$ cat config.mk
export PLATFORM = sky130hd
export DESIGN_NAME = vx_csr_exec_pipe
export DESIGN_NICKNAME = d
export VERILOG_FILES = /design/src/rtl/vx_csr_exec_pipe_pkg.sv /design/src/rtl/vx_csr_exec_pipe_rr_arb.sv /design/src/rtl/vx_csr_exec_pipe.sv
export SDC_FILE = /design/constraint.sdc
export NUM_CORES = 1
export LEC_CHECK = 0
export BUFFER_PORTS_ARGS = -buffer_cell sky130_fd_sc_hd__buf_4
export CORE_UTILIZATION = 48
export DETAILED_ROUTE_END_ITERATION = 10
export GPL_TIMING_DRIVEN = 0
export PLACE_DENSITY = 0.76
export REMOVE_ABC_BUFFERS = 1
export SLEW_MARGIN = 0
export SYNTH_ARGS = -nofsm -noshare
export SYNTH_HDL_FRONTEND = slang
export SYNTH_SLANG_ARGS = --single-unit
$ cat constraint.sdc
create_clock -name clk -period 9 [get_ports clk]
set_input_delay 0.45 -clock clk [delete_from_list [all_inputs] [get_ports clk]]
set_output_delay 0.45 -clock clk [all_outputs]
set_load 0.01 [all_outputs]
$ cat src/rtl/vx_csr_exec_pipe_pkg.sv
// vx_csr_exec_pipe_pkg
// Shared definitions for the CSR execute pipeline: CSR op encodings, the
// thread-id CSR addresses, the default read-only CSR window, and a helper that
// decides whether an op writes the CSR.
// The stage payload struct lives inside vx_csr_exec_pipe because its field
// widths follow that module's parameters (XLEN, NUM_THREADS, ...).

package vx_csr_exec_pipe_pkg;

    typedef enum logic [1:0] {
        CSR_OP_RW   = 2'd0,
        CSR_OP_RS   = 2'd1,
        CSR_OP_RC   = 2'd2,
        CSR_OP_RSVD = 2'd3
    } csr_op_e;

    // Thread-id CSRs whose commit data is synthesised per thread
    localparam logic [11:0] CSR_WTID = 12'hCC0;
    localparam logic [11:0] CSR_LTID = 12'hCC1;
    localparam logic [11:0] CSR_GTID = 12'hCC2;

    // Default read-only CSR window (inclusive on both ends)
    localparam logic [11:0] RO_BASE_DEF  = 12'hC00;
    localparam logic [11:0] RO_LIMIT_DEF = 12'hCFF;

    // RS/RC with a zero operand are pure reads and must not touch storage
    function automatic logic csr_op_writes(input csr_op_e op, input logic operand_nz);
        case (op)
            CSR_OP_RW: csr_op_writes = 1'b1;
            CSR_OP_RS: csr_op_writes = operand_nz;
            CSR_OP_RC: csr_op_writes = operand_nz;
            default:   csr_op_writes = 1'b0;
        endcase
    endfunction

endpackage

$ cat src/rtl/vx_csr_exec_pipe_rr_arb.sv
// vx_csr_rr_arb
// Two-way round-robin arbiter between core CSR requests and the host I/O port.
// Ports:
//   clk, reset             clock, synchronous active-high reset
//   core_valid, core_stall core request and its stall qualifier
//   io_valid               I/O request
//   advance                pipeline can accept this cycle
//   grant_core, grant_io   one-hot (or zero) grant

module vx_csr_rr_arb (
    input  logic clk,
    input  logic reset,
    input  logic core_valid,
    input  logic core_stall,
    input  logic io_valid,
    input  logic advance,
    output logic grant_core,
    output logic grant_io
);

    logic prefer_io;
    logic core_elig;

    assign core_elig  = core_valid && !core_stall;
    assign grant_core = core_elig && (!io_valid || !prefer_io);
    assign grant_io   = io_valid && (!core_elig || prefer_io);

    // Pointer only moves when a real conflict was actually accepted
    always_ff @(posedge clk) begin
        if (reset) begin
            prefer_io <= 1'b0;
        end else if (advance && core_elig && io_valid) begin
            prefer_io <= !prefer_io;
        end
    end

endmodule

$ cat src/rtl/vx_csr_exec_pipe.sv
// vx_csr_exec_pipe
// CSR execute pipeline for one core. Arbitrates core CSR instructions against
// the host I/O CSR port, reads external CSR storage in the accept cycle (with
// forwarding from in-flight writes), computes the RW/RS/RC result, and carries
// it through PIPE_DEPTH stages to either the commit port or the I/O response.
// The storage write happens when the last stage hands off.
// Ports:
//   clk, reset                 clock, synchronous active-high reset
//   core_req_*                 core CSR instruction (valid/ready)
//   io_req_*                   host I/O CSR access (valid/ready)
//   io_rsp_*                   host I/O response, returns old CSR value
//   cmt_*                      commit of core ops, per-thread result data
//   csr_rd_*, csr_wr_*         external CSR storage (combinational read)
//   fpu_pending                per-warp FPU ops outstanding (stalls core ops)
//   pending                    per-warp CSR ops in flight

module vx_csr_exec_pipe
    import vx_csr_exec_pipe_pkg::*;
#(
    parameter int XLEN          = 32,
    parameter int CSR_ADDR_BITS = 12,
    parameter int NUM_WARPS     = 4,
    parameter int NUM_THREADS   = 4,
    parameter int PIPE_DEPTH    = 2,
    parameter logic [CSR_ADDR_BITS-1:0] RO_BASE  = CSR_ADDR_BITS'(RO_BASE_DEF),
    parameter logic [CSR_ADDR_BITS-1:0] RO_LIMIT = CSR_ADDR_BITS'(RO_LIMIT_DEF),
    parameter int MAX_INFLIGHT  = 3,
    localparam int WID_W        = (NUM_WARPS > 1) ? $clog2(NUM_WARPS) : 1
) (
    input  logic                          clk,
    input  logic                          reset,
    input  logic                          core_req_valid,
    output logic                          core_req_ready,
    input  logic [WID_W-1:0]              core_req_wid,
    input  logic [NUM_THREADS-1:0]        core_req_tmask,
    input  logic [31:0]                   core_req_pc,
    input  logic [4:0]                    core_req_rd,
    input  logic                          core_req_wb,
    input  logic [1:0]                    core_req_op,
    input  logic [CSR_ADDR_BITS-1:0]      core_req_addr,
    input  logic [XLEN-1:0]               core_req_data,
    input  logic                          io_req_valid,
    output logic                          io_req_ready,
    input  logic                          io_req_rw,
    input  logic [CSR_ADDR_BITS-1:0]      io_req_addr,
    input  logic [XLEN-1:0]               io_req_data,
    output logic                          io_rsp_valid,
    input  logic                          io_rsp_ready,
    output logic [XLEN-1:0]               io_rsp_data,
    output logic                          cmt_valid,
    input  logic                          cmt_ready,
    output logic [WID_W-1:0]              cmt_wid,
    output logic [NUM_THREADS-1:0]        cmt_tmask,
    output logic [31:0]                   cmt_pc,
    output logic [4:0]                    cmt_rd,
    output logic                          cmt_wb,
    output logic [NUM_THREADS*XLEN-1:0]   cmt_data,
    output logic                          cmt_eop,
    output logic                          cmt_illegal,
    output logic                          csr_rd_en,
    output logic [CSR_ADDR_BITS-1:0]      csr_rd_addr,
    output logic [WID_W-1:0]              csr_rd_wid,
    input  logic [XLEN-1:0]               csr_rd_data,
    output logic                          csr_wr_en,
    output logic [CSR_ADDR_BITS-1:0]      csr_wr_addr,
    output logic [WID_W-1:0]              csr_wr_wid,
    output logic [XLEN-1:0]               csr_wr_data,
    input  logic [NUM_WARPS-1:0]          fpu_pending,
    output logic [NUM_WARPS-1:0]          pending
);

    localparam int CNT_W = $clog2(MAX_INFLIGHT + 1);
    localparam int LAST  = PIPE_DEPTH - 1;

    typedef struct packed {
        logic [WID_W-1:0]         wid;
        logic [NUM_THREADS-1:0]   tmask;
        logic [31:0]              pc;
        logic [4:0]               rd;
        logic                     wb;
        logic                     we;
        logic [CSR_ADDR_BITS-1:0] addr;
        logic                     is_io;
        logic                     illegal;
        logic [XLEN-1:0]          old_val;
        logic [XLEN-1:0]          new_val;
    } stage_t;

    stage_t                  stg [PIPE_DEPTH];
    logic [PIPE_DEPTH-1:0]   stg_valid;
    logic [CNT_W-1:0]        inflight [NUM_WARPS];
    logic [NUM_WARPS-1:0]    cnt_inc;
    logic [NUM_WARPS-1:0]    cnt_dec;

    logic                     last_valid;
    logic                     out_ready;
    logic                     advance;
    logic                     fire;
    logic                     core_stall;
    logic                     grant_core;
    logic                     grant_io;
    logic                     core_fire;
    logic                     io_fire;
    csr_op_e                  acc_op;
    logic [XLEN-1:0]          acc_operand;
    logic [CSR_ADDR_BITS-1:0] acc_addr;
    logic [WID_W-1:0]         acc_wid;
    logic [XLEN-1:0]          acc_old;
    logic [XLEN-1:0]          acc_new;
    logic                     acc_we_raw;
    logic                     acc_in_ro;
    stage_t                   acc_stage;

    // Whole pipeline freezes only when the last stage holds an unaccepted result
    assign last_valid = stg_valid[LAST];
    assign out_ready  = stg[LAST].is_io ? io_rsp_ready : cmt_ready;
    assign advance    = !(last_valid && !out_ready);
    assign fire       = last_valid && out_ready;

    assign core_stall = fpu_pending[core_req_wid] ||
                        (inflight[core_req_wid] == CNT_W'(MAX_INFLIGHT));

    vx_csr_rr_arb arb (
        .clk        (clk),
        .reset      (reset),
        .core_valid (core_req_valid),
        .core_stall (core_stall),
        .io_valid   (io_req_valid),
        .advance    (advance),
        .grant_core (grant_core),
        .grant_io   (grant_io)
    );

    assign core_fire      = grant_core && advance;
    assign io_fire        = grant_io && advance;
    assign core_req_ready = core_fire;
    assign io_req_ready   = io_fire;

    // I/O reads map onto the reserved op so they never write; I/O always uses warp 0
    always_comb begin
        acc_op      = csr_op_e'(core_req_op);
        acc_operand = core_req_data;
        acc_addr    = core_req_addr;
        acc_wid     = core_req_wid;
        if (grant_io) begin
            acc_op      = io_req_rw ? CSR_OP_RW : CSR_OP_RSVD;
            acc_operand = io_req_data;
            acc_addr    = io_req_addr;
            acc_wid     = '0;
        end
    end

    assign csr_rd_en   = core_fire || io_fire;
    assign csr_rd_addr = acc_addr;
    assign csr_rd_wid  = acc_wid;

    // Walk oldest to youngest so the youngest matching writer wins
    always_comb begin
        acc_old = csr_rd_data;
        for (int i = LAST; i >= 0; i--) begin
            if (stg_valid[i] && stg[i].we && stg[i].addr == acc_addr && stg[i].wid == acc_wid) begin
                acc_old = stg[i].new_val;
            end
        end
    end

    always_comb begin
        case (acc_op)
            CSR_OP_RW: acc_new = acc_operand;
            CSR_OP_RS: acc_new = acc_old | acc_operand;
            CSR_OP_RC: acc_new = acc_old & ~acc_operand;
            default:   acc_new = acc_old;
        endcase
    end

    assign acc_we_raw = csr_op_writes(acc_op, acc_operand != '0);
    assign acc_in_ro  = (acc_addr >= RO_BASE) && (acc_addr <= RO_LIMIT);

    // Stored we is the effective write, so forwarding ignores suppressed writes
    always_comb begin
        acc_stage         = '0;
        acc_stage.wid     = acc_wid;
        acc_stage.addr    = acc_addr;
        acc_stage.is_io   = grant_io;
        acc_stage.we      = acc_we_raw && !acc_in_ro;
        acc_stage.illegal = acc_we_raw && acc_in_ro;
        acc_stage.old_val = acc_old;
        acc_stage.new_val = acc_new;
        if (!grant_io) begin
            acc_stage.tmask = core_req_tmask;
            acc_stage.pc    = core_req_pc;
            acc_stage.rd    = core_req_rd;
            acc_stage.wb    = core_req_wb;
        end
    end

    always_ff @(posedge clk) begin
        if (reset) begin
            stg_valid <= '0;
        end else if (advance) begin
            stg_valid[0] <= core_fire || io_fire;
            for (int i = 1; i < PIPE_DEPTH; i++) begin
                stg_valid[i] <= stg_valid[i-1];
            end
        end
    end

    always_ff @(posedge clk) begin
        if (advance) begin
            stg[0] <= acc_stage;
            for (int i = 1; i < PIPE_DEPTH; i++) begin
                stg[i] <= stg[i-1];
            end
        end
    end

    always_comb begin
        cnt_inc = '0;
        cnt_dec = '0;
        for (int w = 0; w < NUM_WARPS; w++) begin
            cnt_inc[w] = core_fire && (core_req_wid == WID_W'(w));
            cnt_dec[w] = fire && !stg[LAST].is_io && (stg[LAST].wid == WID_W'(w));
        end
    end

    always_ff @(posedge clk) begin
        if (reset) begin
            for (int w = 0; w < NUM_WARPS; w++) begin
                inflight[w] <= '0;
            end
        end else begin
            for (int w = 0; w < NUM_WARPS; w++) begin
                if (cnt_inc[w] && !cnt_dec[w]) begin
                    inflight[w] <= inflight[w] + 1'b1;
                end else if (cnt_dec[w] && !cnt_inc[w]) begin
                    inflight[w] <= inflight[w] - 1'b1;
                end
            end
        end
    end

    for (genvar w = 0; w < NUM_WARPS; w++) begin : g_pending
        assign pending[w] = (inflight[w] != '0);
    end

    // Thread-id CSRs are expanded per lane; everything else is broadcast
    for (genvar t = 0; t < NUM_THREADS; t++) begin : g_thread
        logic [XLEN-1:0] lane_data;
        always_comb begin
            if (stg[LAST].addr == CSR_ADDR_BITS'(CSR_WTID)) begin
                lane_data = XLEN'(t);
            end else if (stg[LAST].addr == CSR_ADDR_BITS'(CSR_LTID) ||
                         stg[LAST].addr == CSR_ADDR_BITS'(CSR_GTID)) begin
                lane_data = stg[LAST].old_val * XLEN'(NUM_THREADS) + XLEN'(t);
            end else begin
                lane_data = stg[LAST].old_val;
            end
        end
        assign cmt_data[t*XLEN +: XLEN] = lane_data;
    end

    assign cmt_valid    = last_valid && !stg[LAST].is_io;
    assign cmt_wid      = stg[LAST].wid;
    assign cmt_tmask    = stg[LAST].tmask;
    assign cmt_pc       = stg[LAST].pc;
    assign cmt_rd       = stg[LAST].rd;
    assign cmt_wb       = stg[LAST].wb;
    assign cmt_eop      = 1'b1;
    assign cmt_illegal  = stg[LAST].illegal;

    assign io_rsp_valid = last_valid && stg[LAST].is_io;
    assign io_rsp_data  = stg[LAST].old_val;

    assign csr_wr_en    = fire && stg[LAST].we;
    assign csr_wr_addr  = stg[LAST].addr;
    assign csr_wr_wid   = stg[LAST].wid;
    assign csr_wr_data  = stg[LAST].new_val;

endmodule

==> run summary <==
status - completed
largest net degree at the start of global routing - 140
root buf cell - clkbuf_16
grt ovf - 0
first-pass GRT wire length - 55800 microns
maximum vdd ir drop - 114 uV
vias per cell - 5.35
Num CTS Buffers - 28
Die X - 174 microns
Int Pwr - 2.60 mW
CTS tree - built
worst-margin pin slew - 965 ps
CP Class - reg -> reg
synthesized area - 14200 sq um
Final Cycle Share - 48.8%
Worst-Skew Late Latency - 540 ps
Sequential Power Share - 45.8%
Final min period - 4400 ps
Final Hold Fails - 0
area grow syn2layout - 21.9%
TNS Setup - 0 ps
Die Height - 174 microns
critical-path cell list - a211oi_1, a31oi_2, o221ai_4, buf_16, mux2i_1, nor2_1, nor4_4, buf_6, buf_6, mux2i_1, a21oi_1
share of layout cells above drive strength 1 - 36.2%
# setup viols final - 0
clock power share - 33.8%
Post-synth EDFFs - 254
Finished Layout Cells - 1866
Resize count post-CTS - 0
total net switching power - 0.970 mW
hold path start - core_req_tmask[3]
CTS H-tree lvls - 1
final core occ - 60.0%
worst stage delay on the critical path - 790 ps
die footprint - 30400 sq um
# clock sinks - 257
Initial Util - 49.2%
Ports - 453
synth top area cells - edfxtp_1 (54%), buf_4 (12%), mux2i_1 (9.9%)
area leader, netlist - edfxtp_1
via count - 9990
Iter 0 DRT Violations - 757
RR Endpoint - stg[0][16]
crit path max fanout - 31
crit end category - flop
YS warnings - 0
WHS Endpoint - stg[0][120]
cell count after placement - 1813
leak pwr - 7.78 nW
vias in the first global route - 9285
dpl hpwl - 28000 microns
final worst slack - 4600 ps
cells after synthesis - 1250
Hold Path Class - in -> reg
Worst Hold Depth - 2
I/O Buffers - 451
# DRC - 0
first-pass detailed-route iteration total - 5
Slowest-stage cell, CP - o221ai_4
RSZ-0062 raised after global routing - false
GPL Wtd Cong - 0.880
Synth Flop Type - edfxtp_1
initial antenna violation count - 0
CTS max path bufs - 3
DR WL/cell - 20.3 microns
Gate power share - 20.3%
Peak Freq - 0.227 GHz
power per cell area - 206 nW/um^2
R2R Path Start - inflight[1][0]
Tot GR Track Use - 24.1%
Clock transition at path regs - 60 ps
count of cell types in the netlist - 59
post-synth top area share - 53.5%
WL final - 37900 microns
Core Box Area - 28900 sq um
crit start category - flop
FF+latch count, synth - 257
Avg Synthesized Cell Area - 11.4 sq um
sequential share of the synthesized area - 54.0%
Worst slew margin - 35.2%
ANT nets after route - 0
Place WS - 4290 ps
cts hold-fix bufs - 0
Final nets - 1641
final slew viol count - 0
Switching Fraction - 27.2%
Core Rows - 62
CP required - 9280 ps
Reg2Reg Depth - 11
Worst Path Arrival - 4680 ps
ys async rst share - 0%
Final Skew - 11.8 ps
R2R Setup Slk - 4600 ps
max-cap violation count - 0
final total power - 3.57 mW
Post-CTS Setup Bufs - 0
## cells by family (layout without fill, tap and decap cells)
logic type	after synthesis	after routing	synth area share [%]
adder cells (fa/ha/maj)	5	5	0.439
XOR/XNOR	31	31	1.91
AO/OA/AOI/OAI	156	156	7.16
AND/OR/NAND/NOR	330	330	11.2
other	1	2	0.0263
flip-flops	257	257	54.0
buffers and inverters	329	560	15.4
multiplexers	141	141	9.91
## synth_stat cells, types with 3 or more instances
library cell  number
nand2_1           56
o21a_1             4
a32o_1             4
xor2_1            26
clkbuf_1          35
ha_1               5
o31ai_1           29
mux2i_1          141
inv_1             42
edfxtp_1         254
o21ai_0            7
nor2_1           140
nor4_1            21
buf_2              6
a21oi_1           69
buf_6              9
or2_2              9
nand4_1            7
a31oi_1            8
nor3_1            12
a221oi_1           4
nand2b_1           6
or3_1              4
buf_4            235
and2_1            46
o22ai_1            3
a22oi_1            3
nand3_1            9
xnor2_1            5
or4_1              3
dfxtp_1            3
nor2b_1            8
## worst max-delay path: cells and delay by family (launching register included)
family	cells	cell delay (ps)
AOI/OAI and AO/OA	4	1330
and+or+nand+nor	2	850
buffers and inverters	3	750
muxes	2	740
DFF	1	440
## metal layers
| layer | up-vias | global-route usage, % | wire length, microns | part of all wire [%] |
|---|---|---|---|---|
| li1 | 4639 | - | - | - |
| met1 | 4800 | 31.6 | 15200 | 40 |
| met3 | 41 | 3.76 | 2920 | 7.7 |
| met4 | 0 | 5.67 | 714 | 1.9 |
| met5 | - | 0 | 0 | 0 |
| met2 | 510 | 41.8 | 19100 | 50 |
## final cells by class
class	instances	area (sq um)
Clock inverter	21	240
Multi-Input combinational cell	664	4410
Clock buffer	31	733
Tap cell	384	480
Timing Repair Buffer	466	3650
Fill cell	2330	11600
Sequential cell	257	7690
Antenna cell	1	2.50
Inverter	42	165
## metrics by stage
step	hold slack, ps	instance area [sq um]
global route	162	17400
CTS	155	17400
floorplan	400	12200
detailed placement	405	16400
finish	186	17400
global placement	400	16100
## power groups by stage
stage / clock network, mW / registers [mW] / logic (mW)
after floorplan: 0 / 1.67 / 0.286
after global placement: 0 / 1.67 / 0.716
after detailed placement: 0 / 1.66 / 0.728
after CTS: 1.23 / 1.64 / 0.731
after global routing: 1.28 / 1.65 / 0.779
final: 1.21 / 1.64 / 0.726
## flip-flops by register name, summed over array words and instances, names as in the netlist
signal	count
stg	246
inflight	8
stg_valid	2
arb.prefer_io	1
## cells in the final DEF (no fill, tap or decap), types with 3 or more instances in the layout
cell type,n
a21oi_1,69
nand4_1,7
ha_2,3
buf_8,3
buf_16,3
o21a_1,4
clkinv_2,7
nand2_1,56
o22ai_1,3
xnor2_1,5
o21ai_0,7
nand2b_1,5
xor2_1,26
nor4_1,21
o31ai_1,29
or3_1,4
clkinv_1,4
bufinv_16,5
nor2b_1,8
clkinvlp_4,3
dfxtp_1,3
nand3_1,9
nor2_1,139
inv_1,41
a32o_1,4
mux2i_1,141
or2_2,9
buf_6,5
edfxtp_1,254
a221oi_1,4
buf_4,451
buf_12,4
a31oi_1,8
clkbuf_16,29
a22oi_1,3
and2_1,46
nor3_1,11
## worst max-delay path by stage
stage / slack, ps / startpoint / endpoint
global placement: -860 / core_req_wid[1] / stg[0][20]
detailed placement: 4290 / core_req_wid[1] / stg[0][62]
floorplan: 1670 / stg[0][188] / inflight[2][0]
CTS: 4560 / inflight[1][0] / stg[0][62]
finish: 4600 / inflight[1][0] / stg[0][16]
global route: 4240 / inflight[1][0] / stg[0][62]
Note: power is estimated with default switching activity, not from simulation.
